**src/rtl/wb_daq_channel_scheduler_if.sv**
```systemverilog
`default_nettype none
// +---------------------------------------------------------------------------+
// | wb_daq_channel_scheduler_if                                               |
// | Start/done write handshake between the channel scheduler and bus master.  |
// | Revision: 1.0                                                             |
// +---------------------------------------------------------------------------+
interface wb_daq_channel_scheduler_if #(
  parameter int aw = 32,
  parameter int dw = 32
);
  logic          master_start;
  logic [aw-1:0] master_address;
  logic [dw-1:0] master_data;
  logic          master_done;
  logic          master_error;

  modport master (
    output master_start, master_address, master_data,
    input  master_done, master_error
  );

  modport slave (
    input  master_start, master_address, master_data,
    output master_done, master_error
  );
endinterface
`default_nettype wire

```
**src/rtl/wb_daq_channel_scheduler.sv**
```systemverilog
`default_nettype none
// +---------------------------------------------------------------------------+
// | wb_daq_channel_scheduler                                                  |
// | Latches channel samples, arbitrates (round-robin, or fixed priority when  |
// | DAQ_SCHED_FIXED_PRIORITY_EN is defined) and issues one ring write each.   |
// | Revision: 1.0                                                             |
// +---------------------------------------------------------------------------+
module wb_daq_channel_scheduler #(
  parameter int NUM_CHANNELS   = 4,
  parameter int dw             = 32,
  parameter int aw             = 32,
  parameter int BUF_WORDS_LOG2 = 8
) (
  input  logic                       wb_clk,
  input  logic                       wb_rst,
  input  logic [NUM_CHANNELS-1:0]    enable,
  input  logic [NUM_CHANNELS*aw-1:0] base_addr,
  input  logic [NUM_CHANNELS-1:0]    request,
  input  logic [NUM_CHANNELS*dw-1:0] channel_data,
  wb_daq_channel_scheduler_if.master bus,
  output logic [NUM_CHANNELS-1:0]    grant,
  output logic [1:0]                 select,
  output logic                       busy,
  output logic [NUM_CHANNELS-1:0]    overrun,
  output logic [NUM_CHANNELS-1:0]    bus_error,
  output logic [NUM_CHANNELS-1:0]    wrap
);

  localparam logic [1:0] c_st_idle  = 2'd0;
  localparam logic [1:0] c_st_issue = 2'd1;
  localparam logic [1:0] c_st_wait  = 2'd2;

  logic [1:0]                r_state;
  logic [NUM_CHANNELS-1:0]   r_pending;
  logic [dw-1:0]             r_hold [NUM_CHANNELS];
  logic [BUF_WORDS_LOG2-1:0] r_ptr  [NUM_CHANNELS];
  logic [1:0]                r_last_grant;

  logic [NUM_CHANNELS-1:0]   w_cap;
  logic [NUM_CHANNELS-1:0]   w_clr;
  logic                      w_done;
  logic                      w_err;
  logic                      w_found;
  logic [1:0]                w_pick;
  logic [1:0]                w_idx;
  logic [aw-1:0]             w_addr;

  // Error wins over a simultaneous done.
  assign w_err  = (r_state == c_st_wait) && bus.master_error;
  assign w_done = (r_state == c_st_wait) && bus.master_done && !bus.master_error;
  assign w_clr  = (w_done || w_err) ? grant : '0;
  assign w_cap  = request & enable;

  assign busy             = (r_state != c_st_idle);
  assign bus.master_start = (r_state == c_st_issue);

  always_comb begin
    w_found = 1'b0;
    w_pick  = '0;
    w_idx   = '0;
`ifdef DAQ_SCHED_FIXED_PRIORITY_EN
    for (int i = NUM_CHANNELS - 1; i >= 0; i--) begin
      w_idx = 2'(i);
      if (r_pending[w_idx]) begin
        w_found = 1'b1;
        w_pick  = w_idx;
      end
    end
`else
    for (int i = 1; i <= NUM_CHANNELS; i++) begin
      w_idx = 2'((int'(r_last_grant) + i) % NUM_CHANNELS);
      if (!w_found && r_pending[w_idx]) begin
        w_found = 1'b1;
        w_pick  = w_idx;
      end
    end
`endif
  end

  assign w_addr = base_addr[w_pick*aw +: aw] + aw'({r_ptr[w_pick], 2'b00});

  always_ff @(posedge wb_clk) begin
    if (wb_rst) begin
      r_state            <= c_st_idle;
      r_pending          <= '0;
      r_last_grant       <= 2'(NUM_CHANNELS - 1);
      grant              <= '0;
      select             <= '0;
      overrun            <= '0;
      bus_error          <= '0;
      wrap               <= '0;
      bus.master_address <= '0;
      bus.master_data    <= '0;
      for (int n = 0; n < NUM_CHANNELS; n++) begin
        r_hold[n] <= '0;
        r_ptr[n]  <= '0;
      end
    end else begin
      wrap      <= '0;
      // A request landing on the completion edge keeps the channel pending.
      r_pending <= ((r_pending & ~w_clr) | w_cap) & enable;
      overrun   <= (overrun | (w_cap & r_pending & ~w_clr)) & enable;
      bus_error <= (bus_error | (w_err ? grant : '0)) & enable;

      for (int n = 0; n < NUM_CHANNELS; n++) begin
        if (w_cap[n]) begin
          r_hold[n] <= channel_data[n*dw +: dw];
        end
        if (!enable[n]) begin
          r_ptr[n] <= '0;
        end else if (w_done && grant[n]) begin
          r_ptr[n] <= r_ptr[n] + 1'b1;
          if (&r_ptr[n]) begin
            wrap[n] <= 1'b1;
          end
        end
      end

      case (r_state)
        c_st_idle: begin
          if (w_found) begin
            grant              <= NUM_CHANNELS'(1) << w_pick;
            select             <= w_pick;
            bus.master_address <= w_addr;
            bus.master_data    <= r_hold[w_pick];
            r_state            <= c_st_issue;
          end
        end
        c_st_issue: begin
          r_state <= c_st_wait;
        end
        c_st_wait: begin
          if (w_done || w_err) begin
            r_last_grant <= select;
            grant        <= '0;
            select       <= '0;
            r_state      <= c_st_idle;
          end
        end
        default: begin
          r_state <= c_st_idle;
        end
      endcase
    end
  end

endmodule
`default_nettype wire

```
**src/flat_wrapper.sv**
```systemverilog
// flat-port wrapper written by rule: the top's interface ports become plain ports
module wb_daq_channel_scheduler_flat 
#(
  parameter int NUM_CHANNELS   = 4,
  parameter int dw             = 32,
  parameter int aw             = 32,
  parameter int BUF_WORDS_LOG2 = 8
)
  (wb_clk, wb_rst, enable, base_addr, request, channel_data, grant, select, busy, overrun, bus_error, wrap, bus_master_start, bus_master_address, bus_master_data, bus_master_done, bus_master_error);
  wb_daq_channel_scheduler_if #(.aw(aw), .dw(dw)) bus_i ();
  input  logic wb_clk;
  input  logic wb_rst;
  input  logic [NUM_CHANNELS-1:0] enable;
  input  logic [NUM_CHANNELS*aw-1:0] base_addr;
  input  logic [NUM_CHANNELS-1:0] request;
  input  logic [NUM_CHANNELS*dw-1:0] channel_data;
  output logic [NUM_CHANNELS-1:0] grant;
  output logic [1:0] select;
  output logic busy;
  output logic [NUM_CHANNELS-1:0] overrun;
  output logic [NUM_CHANNELS-1:0] bus_error;
  output logic [NUM_CHANNELS-1:0] wrap;
  output wire logic [$bits(bus_i.master_start)-1:0] bus_master_start;
  output wire logic [$bits(bus_i.master_address)-1:0] bus_master_address;
  output wire logic [$bits(bus_i.master_data)-1:0] bus_master_data;
  input wire logic [$bits(bus_i.master_done)-1:0] bus_master_done;
  input wire logic [$bits(bus_i.master_error)-1:0] bus_master_error;
  assign bus_master_start = bus_i.master_start;
  assign bus_master_address = bus_i.master_address;
  assign bus_master_data = bus_i.master_data;
  assign bus_i.master_done = bus_master_done;
  assign bus_i.master_error = bus_master_error;
  wb_daq_channel_scheduler #(.NUM_CHANNELS(NUM_CHANNELS), .dw(dw), .aw(aw), .BUF_WORDS_LOG2(BUF_WORDS_LOG2)) u_core (.wb_clk(wb_clk), .wb_rst(wb_rst), .enable(enable), .base_addr(base_addr), .request(request), .channel_data(channel_data), .bus(bus_i), .grant(grant), .select(select), .busy(busy), .overrun(overrun), .bus_error(bus_error), .wrap(wrap));
endmodule
```
**config.mk**
```make
export PLATFORM = sky130hd
export DESIGN_NAME = wb_daq_channel_scheduler_flat
export DESIGN_NICKNAME = d
export VERILOG_FILES = /design/src/rtl/wb_daq_channel_scheduler_if.sv /design/src/rtl/wb_daq_channel_scheduler.sv /design/src/flat_wrapper.sv
export SDC_FILE = /design/constraint.sdc
export NUM_CORES = 1
export LEC_CHECK = 0
export CAP_MARGIN = 20
export CORE_ASPECT_RATIO = 0.6
export CORE_MARGIN = 2
export CORE_UTILIZATION = 48
export CTS_CLUSTER_DIAMETER = 80
export DETAILED_ROUTE_END_ITERATION = 8
export GPL_TIMING_DRIVEN = 0
export PLACE_DENSITY = 0.84
export SLEW_MARGIN = 40
export SYNTH_ARGS = -nofsm -noshare
export SYNTH_HDL_FRONTEND = slang
export SYNTH_SLANG_ARGS = --single-unit
```
**constraint.sdc**
```tcl
create_clock -name wb_clk -period 6.9 [get_ports wb_clk]
set_clock_uncertainty 0.1 [all_clocks]
set_input_delay 1.035 -clock wb_clk [delete_from_list [all_inputs] [get_ports wb_clk]]
set_output_delay 1.035 -clock wb_clk [all_outputs]
set_load 0.01 [all_outputs]
```
==> results of run 1 <==
-- state kept, by name, indices dropped and copies added, names as in the netlist --
name and count:
u_core.bus.master_address 32, u_core.bus.master_data 32, u_core.bus_error 4, u_core.grant 4, u_core.overrun 4, u_core.r_hold 128
u_core.r_last_grant 2, u_core.r_pending 4, u_core.r_ptr 32, u_core.r_state 2, u_core.select 2, u_core.wrap 4
-- cell families (layout without fill, tap and decap cells) --
kind of cell,count (synthesis),in the layout,synth area share
and+or+nand+nor,720,720,0.281
AOI/OAI and AO/OA,138,138,0.0708
adders and majority gates,13,13,0.0137
buffers and inverters,88,485,0.0284
DFF,250,250,0.533
muxes,32,32,0.0455
other,0,2,0
xor gates and xnor gates,39,39,0.0276
-- tightest hold or removal path, stage by stage (launching register included) --
cell and delay (ns):
dfxtp_1 0.31, nand2_1 0.05, a21oi_1 0.05
-- stage by stage --
| step | utilization | cell area (sq um) |
|---|---|---|
| floorplan | - | 12400 |
| finish | 0.678 | 17200 |
| CTS | 0.678 | 17200 |
| detailed placement | 0.646 | 16400 |
| global route | 0.678 | 17200 |
| global placement | 0.644 | 16300 |
-- power groups by stage --
| stage | clock network, mW | logic (mW) | registers [mW] |
|---|---|---|---|
| 6_report | 1.36 | 0.999 | 1.80 |
| 5_1_grt | 1.43 | 1.07 | 1.81 |
| 4_1_cts | 1.37 | 0.986 | 1.80 |
| 3_5_place_dp | 0 | 0.979 | 1.83 |
| 3_3_place_gp | 0 | 0.954 | 1.82 |
| 2_1_floorplan | 0 | 0.475 | 1.83 |
-- layout make-up --
class | count | share of cell area
Tap cell | 329 | 0.0239
Multi-Input combinational cell | 942 | 0.318
Clock buffer | 32 | 0.0403
Sequential cell | 250 | 0.384
Inverter | 13 | 0.00284
Clock inverter | 13 | 0.00706
Timing Repair Buffer | 352 | 0.206
Antenna cell | 2 | 0.000291
Buffer | 75 | 0.0177
-- layer usage --
metal  vias up  GRT usage
li1       5230          -
met5         -          0
met4         2     0.0944
met2       625      0.472
met1      5404      0.444
met3        81     0.0622
-- cell usage in the layout, fill, tap and decap left out, types with 7 or more instances in the layout --
cell type / netlist / layout
nand4_1: 7 / 7
xnor2_1: 22 / 22
a211oi_1: 12 / 12
edfxtp_1: 160 / 160
inv_1: 13 / 13
mux4_2: 18 / 18
and3_1: 20 / 20
dfxtp_1: 90 / 90
a31oi_1: 17 / 17
clkbuf_1: 65 / 67
nor2_1: 98 / 98
xor2_1: 17 / 17
nor3_1: 10 / 9
nand3_1: 128 / 128
nand2_1: 277 / 277
and2_1: 131 / 131
a21o_1: 14 / 10
nor4_1: 10 / 10
ha_1: 12 / 12
clkdlybuf4s50_1: 0 / 351
clkbuf_16: 0 / 25
a21oi_1: 60 / 60
mux2i_1: 12 / 12
nand2b_1: 7 / 7
-- final timing paths --
path                                                  start                                         end  slack (ns)
setup / recovery             u_core.r_pending[0]$_SDFF_PP0_  u_core.bus.master_address[22]$_SDFFE_PP0P_        0.34
hold / removal    u_core.bus.master_address[5]$_SDFFE_PP0P_   u_core.bus.master_address[5]$_SDFFE_PP0P_        0.35
setup reg to reg             u_core.r_pending[0]$_SDFF_PP0_  u_core.bus.master_address[22]$_SDFFE_PP0P_        0.34
hold reg to reg   u_core.bus.master_address[5]$_SDFFE_PP0P_   u_core.bus.master_address[5]$_SDFFE_PP0P_        0.35
==> impl_metrics.env, run 1 <==
export IMPL_status="complete, no violations"
export IMPL_grt_pass1_vias=11000
export IMPL_cp_data_required_time_ns=7.22
export IMPL_drt_pass1_iterations=5
export IMPL_power_mw=4.16
export IMPL_report_final_hold_viol_count=0
export IMPL_max_freq_mhz=152
export IMPL_drt_iter0_drc=1208
export IMPL_fin_hold_ws_ns=0.352
export IMPL_p_sw_frac=0.287
export IMPL_clk_pin_slew_worst_paths_ns=0.06
export IMPL_top_layer_used="met5"
export IMPL_netlist_area_leader_share=0.388
export IMPL_synthCells=1280
export IMPL_htreeDepth=1
export IMPL_worstSetupPathType="reg2reg"
export IMPL_ir_worst_vdd_uv=168
export IMPL_dp_cells=1961
export IMPL_pin_count=352
export IMPL_synth_most_common_cell="nand2_1"
export IMPL_port_buffers=351
export IMPL_seqCellArea_sq_um=6610
export IMPL_hold_depth=2
export IMPL_avgRoutedWirePerCell_um=21.3
export IMPL_power_switching_mw=1.19
export IMPL_grt_max_degree=33
export IMPL_crit_top_cell="clkbuf_1"
export IMPL_vias=11300
export IMPL_clkPwrFrac=0.328
export IMPL_cpPeakStageDelay_ns=0.61
export IMPL_cts_hold_buffers=0
export IMPL_stdcell_count=2008
export IMPL_critPathBufInv=5
export IMPL_rr_worst_depth=19
export IMPL_cts_sinks=250
export IMPL_ys_ff_latch=250
export IMPL_ys_types=60
export IMPL_hold_class="reg2reg"
export IMPL_multi_input_area_sq_um=5460
export IMPL_syn_area_sq_um=12400
export IMPL_max_cap_violations=0
export IMPL_p_int_mw=2.97
export IMPL_place_congestion=0.907
export IMPL_cts_root_buf="clkbuf_16"
export IMPL_drc_errors=0
export IMPL_cp_arrival_ns=6.88
export IMPL_path_cells="o21a_1 -> a211oi_4 -> buf_4 -> buf_2 -> clkbuf_1 -> clkbuf_1 -> nand2_1 -> and3_1 -> a31oi_1 -> fa_1 -> a21o_1 -> a21oi_1 -> o21bai_1 -> a2111oi_0 -> or3_1 -> clkbuf_1 -> or3_1 -> or4_1 -> a311oi_1"
export IMPL_core_area_sq_um=25300
export IMPL_worstMarginPinSlew_ns=0.766
export IMPL_die_x_um=211
export IMPL_seq_power_share=0.432
export IMPL_fin_ws_ns=0.336
export IMPL_critical_path_depth=19
export IMPL_postSynth_topFlopCell="edfxtp_1"
export IMPL_grt_total_usage=0.308
export IMPL_cts_buffers=25
export IMPL_post_cts_buffers=0
export IMPL_antenna_found_initial=2
export IMPL_worst_setup_path_end_kind="flip-flop"
export IMPL_cts_resized=0
export IMPL_max_slew_margin=0.489
export IMPL_wl_met1_um=18500
export IMPL_nNetsFinal=1940
export IMPL_synth_edff_count=160
export IMPL_drt_total_wl_um=42700
export IMPL_dieArea_sq_um=27100
export IMPL_avgViaCountPerCell=5.65
export IMPL_start_kind="flip-flop"
export IMPL_synth_commonest_cells="nand2_1 (277), edfxtp_1 (160), and2_1 (131)"
export IMPL_area_growth_pct=38.8
export IMPL_grt_overflow_total=0
export IMPL_setup_viol=0
export IMPL_rows=45
export IMPL_cts_tree="yes"
export IMPL_p_comb_frac=0.240
export IMPL_place_detailed_hpwl_um=32600
export IMPL_dp_slack_ns=0.454
export IMPL_grt_pass1_wl_um=63000
export IMPL_period_needed_ns=6.56
export IMPL_drive_above_1_share=0.0489
export IMPL_dr_wl_met3_um=4260
export IMPL_start_util=0.489
export IMPL_synth_area_leaders="edfxtp_1 (39%), dfxtp_1 (15%), nand2_1 (8.4%)"
export IMPL_leakagePower_nw=6.33
export IMPL_crit_fanout=10
export IMPL_cp_slowest_cell="a211oi_4"
export IMPL_fin_setup_tns_ns=0
export IMPL_fin_crit_sh=0.951
export IMPL_antenna_left=0
export IMPL_synth_async_reset_ratio=0
export IMPL_power_density_nw_per_um2=242
export IMPL_die_h_um=128
export IMPL_clockBufferDepth=3
export IMPL_syn_nets=1561
export IMPL_syn_avg_cell_area_sq_um=9.68
export IMPL_slew_viol_final=0
export IMPL_rsz0062_at_grt="no"
export IMPL_clk_insertion_delay_late_ns=0.51
export IMPL_final_fill_count=1978
export IMPL_wl_met2_um=18600
export IMPL_ys_warn_count=0
export IMPL_critPathTopFamily="compound AO/OA/AOI/OAI gates"
export IMPL_synth_top_cell_by_area="edfxtp_1"
export IMPL_synth_seq_area_share=0.533
Power figures use the tool's default switching activity.
==> run 2: changes to the inputs <==
Settings changed: ABC_AREA set to 1, CORE_UTILIZATION 48 to 49, PLACE_DENSITY 0.84 to 0.85.
Clock period 6.9 ns to 7.5 ns, I/O delays scaled along.
==> run 2 against run 1 <==
  * Non-clock buffer count shrank 10
  * Largest power group is now combinational cells
  * Synthesized cell count is 20% higher
  * Area after synthesis grew 3.1%
  * First-iteration DRC count down 4.1%
  * Worst setup slack gained 1.7 ns
  * Routed wire length grew 1.9%
  * Critical path depth rose by 9
  * Highest routed layer is now met4
==> impl_metrics.env, run 2 <==
export IMPL_antenna_left=0
export IMPL_fin_setup_tns_ns=0
export IMPL_cts_resized=0
export IMPL_pin_count=352
export IMPL_synthCells=1540
export IMPL_port_buffers=351
export IMPL_leakagePower_nw=7.71
export IMPL_top_register="u_core.r_hold"
export IMPL_cts_hold_buffers=0
export IMPL_dieArea_sq_um=27400
export IMPL_synth_most_common_cell="nand2_1"
export IMPL_hold_depth=2
export IMPL_met3_usage=0.0780
export IMPL_cp_slowest_cell="clkbuf_1"
export IMPL_final_fill_count=2021
export IMPL_reg2reg_from="u_core.r_last_grant[0]$_SDFFE_PP1P_"
export IMPL_rr_worst_depth=28
export IMPL_drt_pass1_iterations=7
export IMPL_ys_ff_latch=250
export IMPL_crit_top_cell="nand2_1"
export IMPL_cp_data_required_time_ns=7.80
export IMPL_setup_viol=0
export IMPL_synth_seq_area_share=0.517
export IMPL_critPathBufInv=4
export IMPL_synth_area_leaders="edfxtp_1 (38%), dfxtp_1 (14%), nand2_1 (8.7%)"
export IMPL_vias=12300
export IMPL_cts_sinks=250
export IMPL_postLayoutCellArea_sq_um=17600
export IMPL_critPathTopFamily="simple AND/OR/NAND/NOR gates"
export IMPL_place_detailed_hpwl_um=32900
export IMPL_grtUsageMet1=0.428
export IMPL_dp_cells=2243
export IMPL_stdcell_count=2289
export IMPL_ys_warn_count=0
export IMPL_final_common_cell="clkdlybuf4s50_1"
export IMPL_ir_worst_vdd_uv=190
export IMPL_period_needed_ns=5.49
export IMPL_clk_pin_slew_worst_paths_ns=0.07
export IMPL_ys_types=42
export IMPL_drt_total_wl_um=43500
export IMPL_cpPeakStageDelay_ns=0.72
export IMPL_report_final_hold_viol_count=0
export IMPL_holdPathEnd="u_core.bus_error[0]$_SDFF_PP0_"
export IMPL_start_kind="flip-flop"
export IMPL_start_util=0.502
export IMPL_antenna_found_initial=1
export IMPL_worstMarginPinSlew_ns=0.889
export IMPL_avgRoutedWirePerCell_um=19.0
export IMPL_power_density_nw_per_um2=311
export IMPL_fin_hold_ws_ns=0.351
export IMPL_cts_root_buf="clkbuf_16"
export IMPL_syn_avg_cell_area_sq_um=8.29
export IMPL_synth_async_reset_ratio=0
export IMPL_largest_reg_flops=128
export IMPL_rows=45
export IMPL_place_congestion=0.948
export IMPL_critical_path_depth=28
export IMPL_drt_iter0_drc=1159
export IMPL_synth_edff_count=160
export IMPL_grt_pass1_wl_um=64700
export IMPL_cp_arrival_ns=5.79
export IMPL_drive_above_1_share=0.0574
export IMPL_placed_cell_area_sq_um=16700
export IMPL_max_freq_mhz=182
export IMPL_rsz0062_at_grt="no"
export IMPL_power_mw=5.49
export IMPL_status="complete, no violations"
export IMPL_synth_top_cell_by_area="edfxtp_1"
export IMPL_core_area_sq_um=25400
export IMPL_crit_fanout=10
export IMPL_fin_crit_sh=0.732
export IMPL_synth_commonest_cells="nand2_1 (297), inv_1 (270), nor2_1 (218)"
export IMPL_hold_start="u_core.bus_error[0]$_SDFF_PP0_"
export IMPL_grt_overflow_total=0
export IMPL_area_growth_pct=38.1
export IMPL_worstSetupPathType="reg2reg"
export IMPL_gr_usage_met2=0.490
export IMPL_clockBufferDepth=3
export IMPL_htreeDepth=1
export IMPL_syn_area_sq_um=12800
export IMPL_slew_viol_final=0
export IMPL_max_cap_violations=0
export IMPL_netlist_area_leader_share=0.376
export IMPL_drc_errors=0
export IMPL_r2r_end="u_core.bus.master_address[21]$_SDFFE_PP0P_"
export IMPL_worst_setup_path_end_kind="flip-flop"
export IMPL_nNetsFinal=2198
export IMPL_clk_insertion_delay_late_ns=0.53
export IMPL_cts_tree="yes"
export IMPL_max_slew_margin=0.407
export IMPL_hold_class="reg2reg"
export IMPL_grt_busiest_layer="met2"
export IMPL_regToRegSetupSlack_ns=2.01
export IMPL_grt_pass1_vias=11800
export IMPL_post_cts_buffers=0
export IMPL_grt_total_usage=0.310
export IMPL_grt_max_degree=33
export IMPL_final_cell_mix="clkdlybuf4s50_1 (351), nand2_1 (293), inv_1 (270)"
export IMPL_cts_buffers=24
export IMPL_syn_nets=1821
export IMPL_die_x_um=212
export IMPL_postSynth_topFlopCell="edfxtp_1"
export IMPL_avgViaCountPerCell=5.35
export IMPL_die_h_um=129
## run 2: cell count changes in the layout (fill, tap and decap cells not counted), sizes merged, moves of 25 or more
cell / change
inv: +262
nor2: +137
and2: -128
nand3: -82
a22oi: +68
o21ai: +61
nand2: +33
o22ai: +31
nand3b: +30
clkbuf: -28
a21oi: -25
## run 2: how the worst max path moves through the flow
stage          slack (ns)                                         end                                 from
6_report             2.01  u_core.bus.master_address[21]$_SDFFE_PP0P_  u_core.r_last_grant[0]$_SDFFE_PP1P_
4_1_cts              2.19  u_core.bus.master_address[21]$_SDFFE_PP0P_  u_core.r_last_grant[0]$_SDFFE_PP1P_
3_3_place_gp         2.35  u_core.bus.master_address[29]$_SDFFE_PP0P_  u_core.r_last_grant[0]$_SDFFE_PP1P_
3_5_place_dp         2.25  u_core.bus.master_address[21]$_SDFFE_PP0P_  u_core.r_last_grant[0]$_SDFFE_PP1P_
5_1_grt              1.52  u_core.bus.master_address[29]$_SDFFE_PP0P_  u_core.r_last_grant[0]$_SDFFE_PP1P_
2_1_floorplan        3.45  u_core.bus.master_address[21]$_SDFFE_PP0P_  u_core.r_last_grant[0]$_SDFFE_PP1P_
## run 2: per-stage QoR
step,utilization,setup slack [ns]
finish,0.693,2.01
global route,0.693,1.52
CTS,0.692,2.19
detailed placement,0.658,2.25
global placement,0.657,2.35
floorplan,-,3.45
## run 2: power by group
group          switching, mW  internal [mW]
clock network          0.532          0.809
registers              0.129           1.69
logic                   1.43          0.909
total                   2.09           3.40
## run 2: tightest hold or removal path, cell delays in order, from the launching register on
cell	delay, ns
dfxtp_1	0.31
inv_1	0.05
a21oi_1	0.05
## run 2: routing by layer
metal,up-vias,part of all wire
met4,0,0.028
met2,655,0.44
met3,77,0.11
met1,5720,0.43
li1,5798,-
met5,-,0
## run 2: cells by family after synthesis
kind of cell             share of synthesized area
AND/OR/NAND/NOR                              0.231
XOR/XNOR                                   0.00892
flip-flops                                   0.517
buffers and inverters                        0.106
adder cells (fa/ha/maj)                     0.0133
AO/OA/AOI/OAI                                0.123
## run 2: area by class of cell
type | instances | area, sq um | area share
Tap cell | 352 | 440 | 0.0250
Timing Repair Buffer | 351 | 3510 | 0.199
Clock inverter | 14 | 195 | 0.0111
Multi-Input combinational cell | 948 | 4840 | 0.275
Inverter | 276 | 1040 | 0.0588
Buffer | 66 | 315 | 0.0179
Clock buffer | 30 | 674 | 0.0383
Sequential cell | 250 | 6610 | 0.375
Antenna cell | 2 | 5.00 | 0.000284
